--- config.mk ---
export PLATFORM = sky130hd
export DESIGN_NAME = windowed_watchdog
export DESIGN_NICKNAME = d
export VERILOG_FILES = /design/src/rtl/wdt_pkg.sv /design/src/rtl/wdt_prescaler.sv /design/src/rtl/windowed_watchdog.sv
export SDC_FILE = /design/constraint.sdc
export NUM_CORES = 1
export LEC_CHECK = 0
export ABC_CLOCK_PERIOD_IN_PS = 3200
export BUFFER_PORTS_ARGS = -buffer_cell sky130_fd_sc_hd__clkbuf_2
export CAP_MARGIN = 10
export CORE_MARGIN = 3
export CORE_UTILIZATION = 51
export DETAILED_ROUTE_END_ITERATION = 16
export PLACE_DENSITY = 0.81
export SLEW_MARGIN = 20
export SYNTH_ARGS = -nofsm -noshare
export SYNTH_HDL_FRONTEND = slang
export SYNTH_SLANG_ARGS = --single-unit
--- constraint.sdc ---
create_clock -name clk -period 3.2 [get_ports clk]
set_input_delay 0.16 -clock clk [delete_from_list [all_inputs] [get_ports clk]]
set_output_delay 0.16 -clock clk [all_outputs]
set_load 0.1 [all_outputs]
--- src/rtl/wdt_pkg.sv ---
// Shared definitions for the windowed watchdog: config register bit map and reset causes.
package wdt_pkg;

  localparam int unsigned CFG_EN     = 0;
  localparam int unsigned CFG_OVF    = 1;
  localparam int unsigned CFG_TRAP   = 2;
  localparam int unsigned CFG_EARLY  = 3;
  localparam int unsigned CFG_IRQ_EN = 4;
  localparam int unsigned CFG_LOCK   = 5;
  localparam int unsigned CFG_WARN   = 6;

  typedef enum logic [1:0] {
    CAUSE_OVF,
    CAUSE_TRAP,
    CAUSE_EARLY
  } cause_e;

  function automatic int unsigned cause_bit(input cause_e c);
    case (c)
      CAUSE_OVF:   return CFG_OVF;
      CAUSE_TRAP:  return CFG_TRAP;
      default:     return CFG_EARLY;
    endcase
  endfunction

endpackage

--- src/rtl/wdt_prescaler.sv ---
// Free-running prescaler; emits a one-cycle tick each time it wraps back to zero.
module wdt_prescaler #(
  parameter int unsigned PRESC_BITS = 4
) (
  input  logic clk,
  input  logic rst_n,
  input  logic run,
  input  logic clear,
  output logic tick
);

  logic [PRESC_BITS-1:0] count_q;
  logic [PRESC_BITS-1:0] count_d;

  always_comb begin
    count_d = count_q;
    if (clear) begin
      count_d = '0;
    end else if (run) begin
      count_d = count_q + 1'b1;
    end
  end

  assign tick = run & ~clear & (&count_q);

  always_ff @(posedge clk or negedge rst_n) begin
    if (!rst_n) begin
      count_q <= '0;
    end else begin
      count_q <= count_d;
    end
  end

endmodule

--- src/rtl/windowed_watchdog.sv ---
// Windowed watchdog: counter with kick window, warning interrupt, lock bit and reset-cause flags.
module windowed_watchdog
  import wdt_pkg::*;
#(
  parameter  int unsigned WIDTH      = 16,
  parameter  int unsigned PRESC_BITS = 4,
  localparam int unsigned BYTES      = WIDTH / 8
) (
  input  logic             clk,
  input  logic             power_on_reset_n,
  input  logic             trap,
  input  logic             kick,
  output logic             reset,
  output logic             irq,
  input  logic [WIDTH-1:0] counter_in,
  output logic [WIDTH-1:0] counter_out,
  input  logic [BYTES-1:0] counter_write,
  input  logic [WIDTH-1:0] reload_in,
  output logic [WIDTH-1:0] reload_out,
  input  logic [BYTES-1:0] reload_write,
  input  logic [WIDTH-1:0] window_in,
  output logic [WIDTH-1:0] window_out,
  input  logic [BYTES-1:0] window_write,
  input  logic [WIDTH-1:0] warn_in,
  output logic [WIDTH-1:0] warn_out,
  input  logic [BYTES-1:0] warn_write,
  input  logic [7:0]       config_in,
  output logic [7:0]       config_out,
  input  logic             config_write
);

  logic [WIDTH-1:0] cnt_q, cnt_d;
  logic [WIDTH-1:0] rld_q, rld_d;
  logic [WIDTH-1:0] win_q, win_d;
  logic [WIDTH-1:0] wrn_q, wrn_d;
  logic [7:0]       cfg_q, cfg_d;
  logic             fire_q, fire_d;

  logic int_rst;
  logic kick_ok;
  logic presc_run;
  logic presc_clear;
  logic tick;
  logic set_ovf, set_early, set_warn;

  assign reset       = ~power_on_reset_n | fire_q | trap;
  assign int_rst     = fire_q | trap;
  assign kick_ok     = kick & cfg_q[CFG_EN] & ~int_rst & (cnt_q >= win_q);
  assign presc_run   = cfg_q[CFG_EN] & ~reset;
  assign presc_clear = ~presc_run | kick_ok;

  wdt_prescaler #(
    .PRESC_BITS(PRESC_BITS)
  ) u_presc (
    .clk   (clk),
    .rst_n (power_on_reset_n),
    .run   (presc_run),
    .clear (presc_clear),
    .tick  (tick)
  );

  always_comb begin
    cnt_d     = cnt_q;
    rld_d     = rld_q;
    win_d     = win_q;
    wrn_d     = wrn_q;
    cfg_d     = cfg_q;
    fire_d    = 1'b0;
    set_ovf   = 1'b0;
    set_early = 1'b0;
    set_warn  = 1'b0;

    if (int_rst) begin
      // Reset in progress: register writes are dropped, only the trap cause can be added.
      cfg_d[CFG_EN]     = 1'b0;
      cfg_d[CFG_IRQ_EN] = 1'b0;
      cfg_d[CFG_LOCK]   = 1'b0;
      cfg_d[CFG_WARN]   = 1'b0;
      cnt_d             = rld_q;
      if (trap) begin
        cfg_d[cause_bit(CAUSE_TRAP)] = 1'b1;
      end
    end else begin
      if (kick && cfg_q[CFG_EN]) begin
        if (kick_ok) begin
          cnt_d           = rld_q;
          cfg_d[CFG_WARN] = 1'b0;
        end else begin
          fire_d    = 1'b1;
          set_early = 1'b1;
        end
      end else if (tick) begin
        if (&cnt_q) begin
          fire_d  = 1'b1;
          set_ovf = 1'b1;
          cnt_d   = rld_q;
        end else begin
          cnt_d = cnt_q + 1'b1;
        end
        set_warn = (cnt_d == wrn_q);
      end

      for (int unsigned b = 0; b < BYTES; b++) begin
        if (counter_write[b]) begin
          cnt_d[8*b +: 8] = counter_in[8*b +: 8];
        end
        if (!cfg_q[CFG_LOCK]) begin
          if (reload_write[b]) rld_d[8*b +: 8] = reload_in[8*b +: 8];
          if (window_write[b]) win_d[8*b +: 8] = window_in[8*b +: 8];
          if (warn_write[b])   wrn_d[8*b +: 8] = warn_in[8*b +: 8];
        end
      end

      if (config_write) begin
        if (!cfg_q[CFG_LOCK]) begin
          cfg_d[CFG_EN]     = config_in[CFG_EN];
          cfg_d[CFG_IRQ_EN] = config_in[CFG_IRQ_EN];
          cfg_d[CFG_LOCK]   = config_in[CFG_LOCK];
        end
        cfg_d[CFG_OVF]   = cfg_d[CFG_OVF]   & ~config_in[CFG_OVF];
        cfg_d[CFG_TRAP]  = cfg_d[CFG_TRAP]  & ~config_in[CFG_TRAP];
        cfg_d[CFG_EARLY] = cfg_d[CFG_EARLY] & ~config_in[CFG_EARLY];
        cfg_d[CFG_WARN]  = cfg_d[CFG_WARN]  & ~config_in[CFG_WARN];
      end

      // Sets are applied after W1C so a same-cycle set wins.
      if (set_ovf)   cfg_d[cause_bit(CAUSE_OVF)]   = 1'b1;
      if (set_early) cfg_d[cause_bit(CAUSE_EARLY)] = 1'b1;
      if (set_warn)  cfg_d[CFG_WARN]               = 1'b1;
    end

    cfg_d[7] = 1'b0;
  end

  always_ff @(posedge clk or negedge power_on_reset_n) begin
    if (!power_on_reset_n) begin
      cnt_q  <= '0;
      rld_q  <= '0;
      win_q  <= '0;
      wrn_q  <= '0;
      cfg_q  <= '0;
      fire_q <= 1'b0;
    end else begin
      cnt_q  <= cnt_d;
      rld_q  <= rld_d;
      win_q  <= win_d;
      wrn_q  <= wrn_d;
      cfg_q  <= cfg_d;
      fire_q <= fire_d;
    end
  end

  assign counter_out = cnt_q;
  assign reload_out  = rld_q;
  assign window_out  = win_q;
  assign warn_out    = wrn_q;
  assign config_out  = cfg_q;
  assign irq         = cfg_q[CFG_WARN] & cfg_q[CFG_IRQ_EN];

endmodule

==> flow_summary.ini <==
[logic_synthesis]
avgSynthCellArea_sq_um = 9.56
seq_area_frac_synth_pct = 41.8
yosys_most_used_dff = dfrtp_1
synth_top_area_share_pct = 41.8
syn-num-nets = 579
synth_largest_area_cell = dfrtp_1
syn_area_sq_um = 4550
synth_edf_count = 0
ys_async_sr_fraction_pct = 100
yosysWarnings = 0
synth_cells = 476
synth_cell_types = 57
synthTopCellsByArea = dfrtp_1, mux2_2, ha_1
ys_seq_elements = 76

[setup_path]
crit_arrival_ns = 3.01
crit_required_ns = 3.44
path_class = flip-flop to flip-flop
worst_setup_path_start_kind = flip-flop
crit_fanout = 8
end_kind = flip-flop
max_stage_delay_ns = 0.47
crit_path_cell_trace = inv_1 > ha_1 > and3_1 > o21ai_0 > a31o_2 > a21oi_1 > o211ai_1 > nand2_1 > a211o_1 > mux2_2
slowest_stage = dfrtp_1
timing.reg2reg.setup_slack_ns = 0.43

[timing]
report.final.slew_viol_count = 0
holdWs_ns = 0.00111
setup_ws_ns = 0.427
worstMarginPinSlew_ns = 0.788
finalClockSkew_ns = 0.00809
fin_setup_tns_ns = 0
fin_crit_sh_pct = 86.6
setup_violations = 0
fmax_mhz = 361
slew_headroom_pct = 47.5
min_period_ns = 2.77
hold_viol = 0
rsz0062_at_grt = false

[detailed_routing]
routed_wl_um = 13400
drtIter0Drc = 220
wire_per_inst_um = 18.0
via_per_inst = 5.79
drc = 0
vias = 4306
first_pass_iters = 5
antenna_left = 0

[die]
die-area_sq_um = 10100
ios = 159
fp-row-count = 33
fp.coreArea_sq_um = 8420
die_w_um = 100
start_util_pct = 54.0
die_y_um = 100

[power_and_ir_drop]
p_leak_uw = 0.00278
ir_drop_uv = 593
powerDensity_nw_per_um2 = 800
p_int_uw = 2050
seqPwrFrac_pct = 29.9
comb_power_share_pct = 53.9
clockPowerShare_pct = 16.2
p_sw_uw = 2470
switching_share_pct = 54.7

[cts]
numCtsBuffers = 9
clkSlewWorstSetupHoldPaths_ns = 0.08
cts_tree = built
cts_root_buffer = clkbuf_8
htree_num_levels = 3
hold_buffers = 1
post_cts_resize_count = 0
clock_latency_ns = 0.36
cts_sinks = 76
clockBufferDepth = 2
post-cts-setup-buffer-count = 0

[global_route]
track_usage_pct = 27.3
first_global_vias = 4419
gr-total-overflow = 0
grt_antenna_before_repair = 0
grt_max_degree = 61
grt_pass1_wl_um = 21800

[layout]
nets = 737
diodes = 0
final_util_pct = 67.1
drive_above_1_share_pct = 36.9
area_growth_syn_to_layout_pct = 24.1
final_cells = 744

[hold_path]
hold_class = input port to flip-flop

[place]
place.port_buffers = 156
dpl_worst_slack_ns = 0.504
dpl.hpwl_um = 10700
dp_cells = 727
place.gp.congestion = 0.922

[status]
outcome = finished, final reports clean

[run]
drv_cap = 0
[synthesized netlist by cell type (all sizes together), types with 8 or more instances]
library cell	instances
nand2	55
ha	18
mux2	42
inv	27
a21oi	33
xor2	13
clkbuf	13
xnor2	12
nor2	26
nand3	16
o22ai	19
o21ai	37
and2	8
dfrtp	76
nand4	9
[registers in the layout, summed over array words and instances (netlist names)]
signal,cells
window_out,16
config_out,7
warn_out,16
counter_out,16
reload_out,16
u_presc.count_q,4
fire_q,1
[power groups by stage]
stage	Combinational, uW	Clock, uW	Sequential [uW]
after CTS	2440	743	1350
final	2440	731	1350
after global placement	2390	0	1360
after floorplan	699	0	2560
after global routing	2570	783	1380
after detailed placement	2430	0	1370
[layout make-up]
type / count / area (sq um)
Timing Repair Buffer: 167 / 868
Tap cell: 105 / 131
Inverter: 27 / 101
Clock buffer: 10 / 128
Sequential cell: 76 / 1900
Fill cell: 728 / 2770
Clock inverter: 6 / 65.1
Multi-Input combinational cell: 353 / 2450
[layout by cell type (no fill, tap or decap), types with 2 or more instances in the layout]
cell and count:
nand2b_1 2, a21oi_1 33, xor2_1 13, dfrtp_1 76, o21ai_0 37, a21o_1 6, buf_4 11, a31oi_1 7
nor4_1 2, clkbuf_2 155, and2_1 8, mux2i_1 4, and3_1 4, nand4_1 7, a22oi_1 2, nand4_2 2
nor3_1 4, o211ai_1 3, nand2_1 54, inv_1 27, o22ai_1 19, o21a_1 2, clkbuf_8 9, ha_1 18
nor2b_1 3, a211oi_1 3, nor2_1 25, clkinv_2 2, a211o_1 2, nand3_1 14, xnor2_1 11, clkinv_4 2
mux2_2 42, and4_1 2
[path summary, 6_finish.rpt]
path,from,end,cells past startpoint
worst max-delay path,counter_out[0],counter_out[4],10
worst min register to register,u_presc.count_q[0],u_presc.count_q[0],1
max in group asynchronous,power_on_reset_n,window_out[13],3
worst max register to register,counter_out[0],counter_out[4],10
min in group asynchronous,power_on_reset_n,counter_out[6],2
worst min-delay path,window_in[4],window_out[4],3
[metal layers]
| layer | track usage [%] | vias to the layer above | wire length, um |
|---|---|---|---|
| met5 | 0 | - | 0 |
| met4 | 8.50 | 0 | 287 |
| met3 | 4.64 | 26 | 888 |
| met2 | 45.9 | 171 | 6630 |
| met1 | 35.9 | 2082 | 5620 |
| li1 | - | 2027 | - |
[critical path: cells and delay by family, from the launching register on]
kind	cells	cell delay, ns
buffers and inverters	1	0.15
flip-flops	1	0.47
AND/OR/NAND/NOR	2	0.28
adder cells (fa/ha/maj)	1	0.30
multiplexers	1	0.33
AO/OA/AOI/OAI	5	1.13
[stage by stage]
stage / power, uW / area, sq um
after floorplan: 3260 / 4550
after global placement: 3750 / 5450
after detailed placement: 3800 / 5450
after CTS: 4540 / 5650
after global routing: 4730 / 5650
final: 4520 / 5650
[kinds of logic after synthesis]
family | synth area share, %
flops | 41.8
fa+ha+maj | 4.95
simple gates | 15.9
other cells | 0.0824
buf+inv | 4.32
xor+xnor | 5.22
mux | 11.3
compound gates | 16.5
Power figures use the tool's default switching activity.
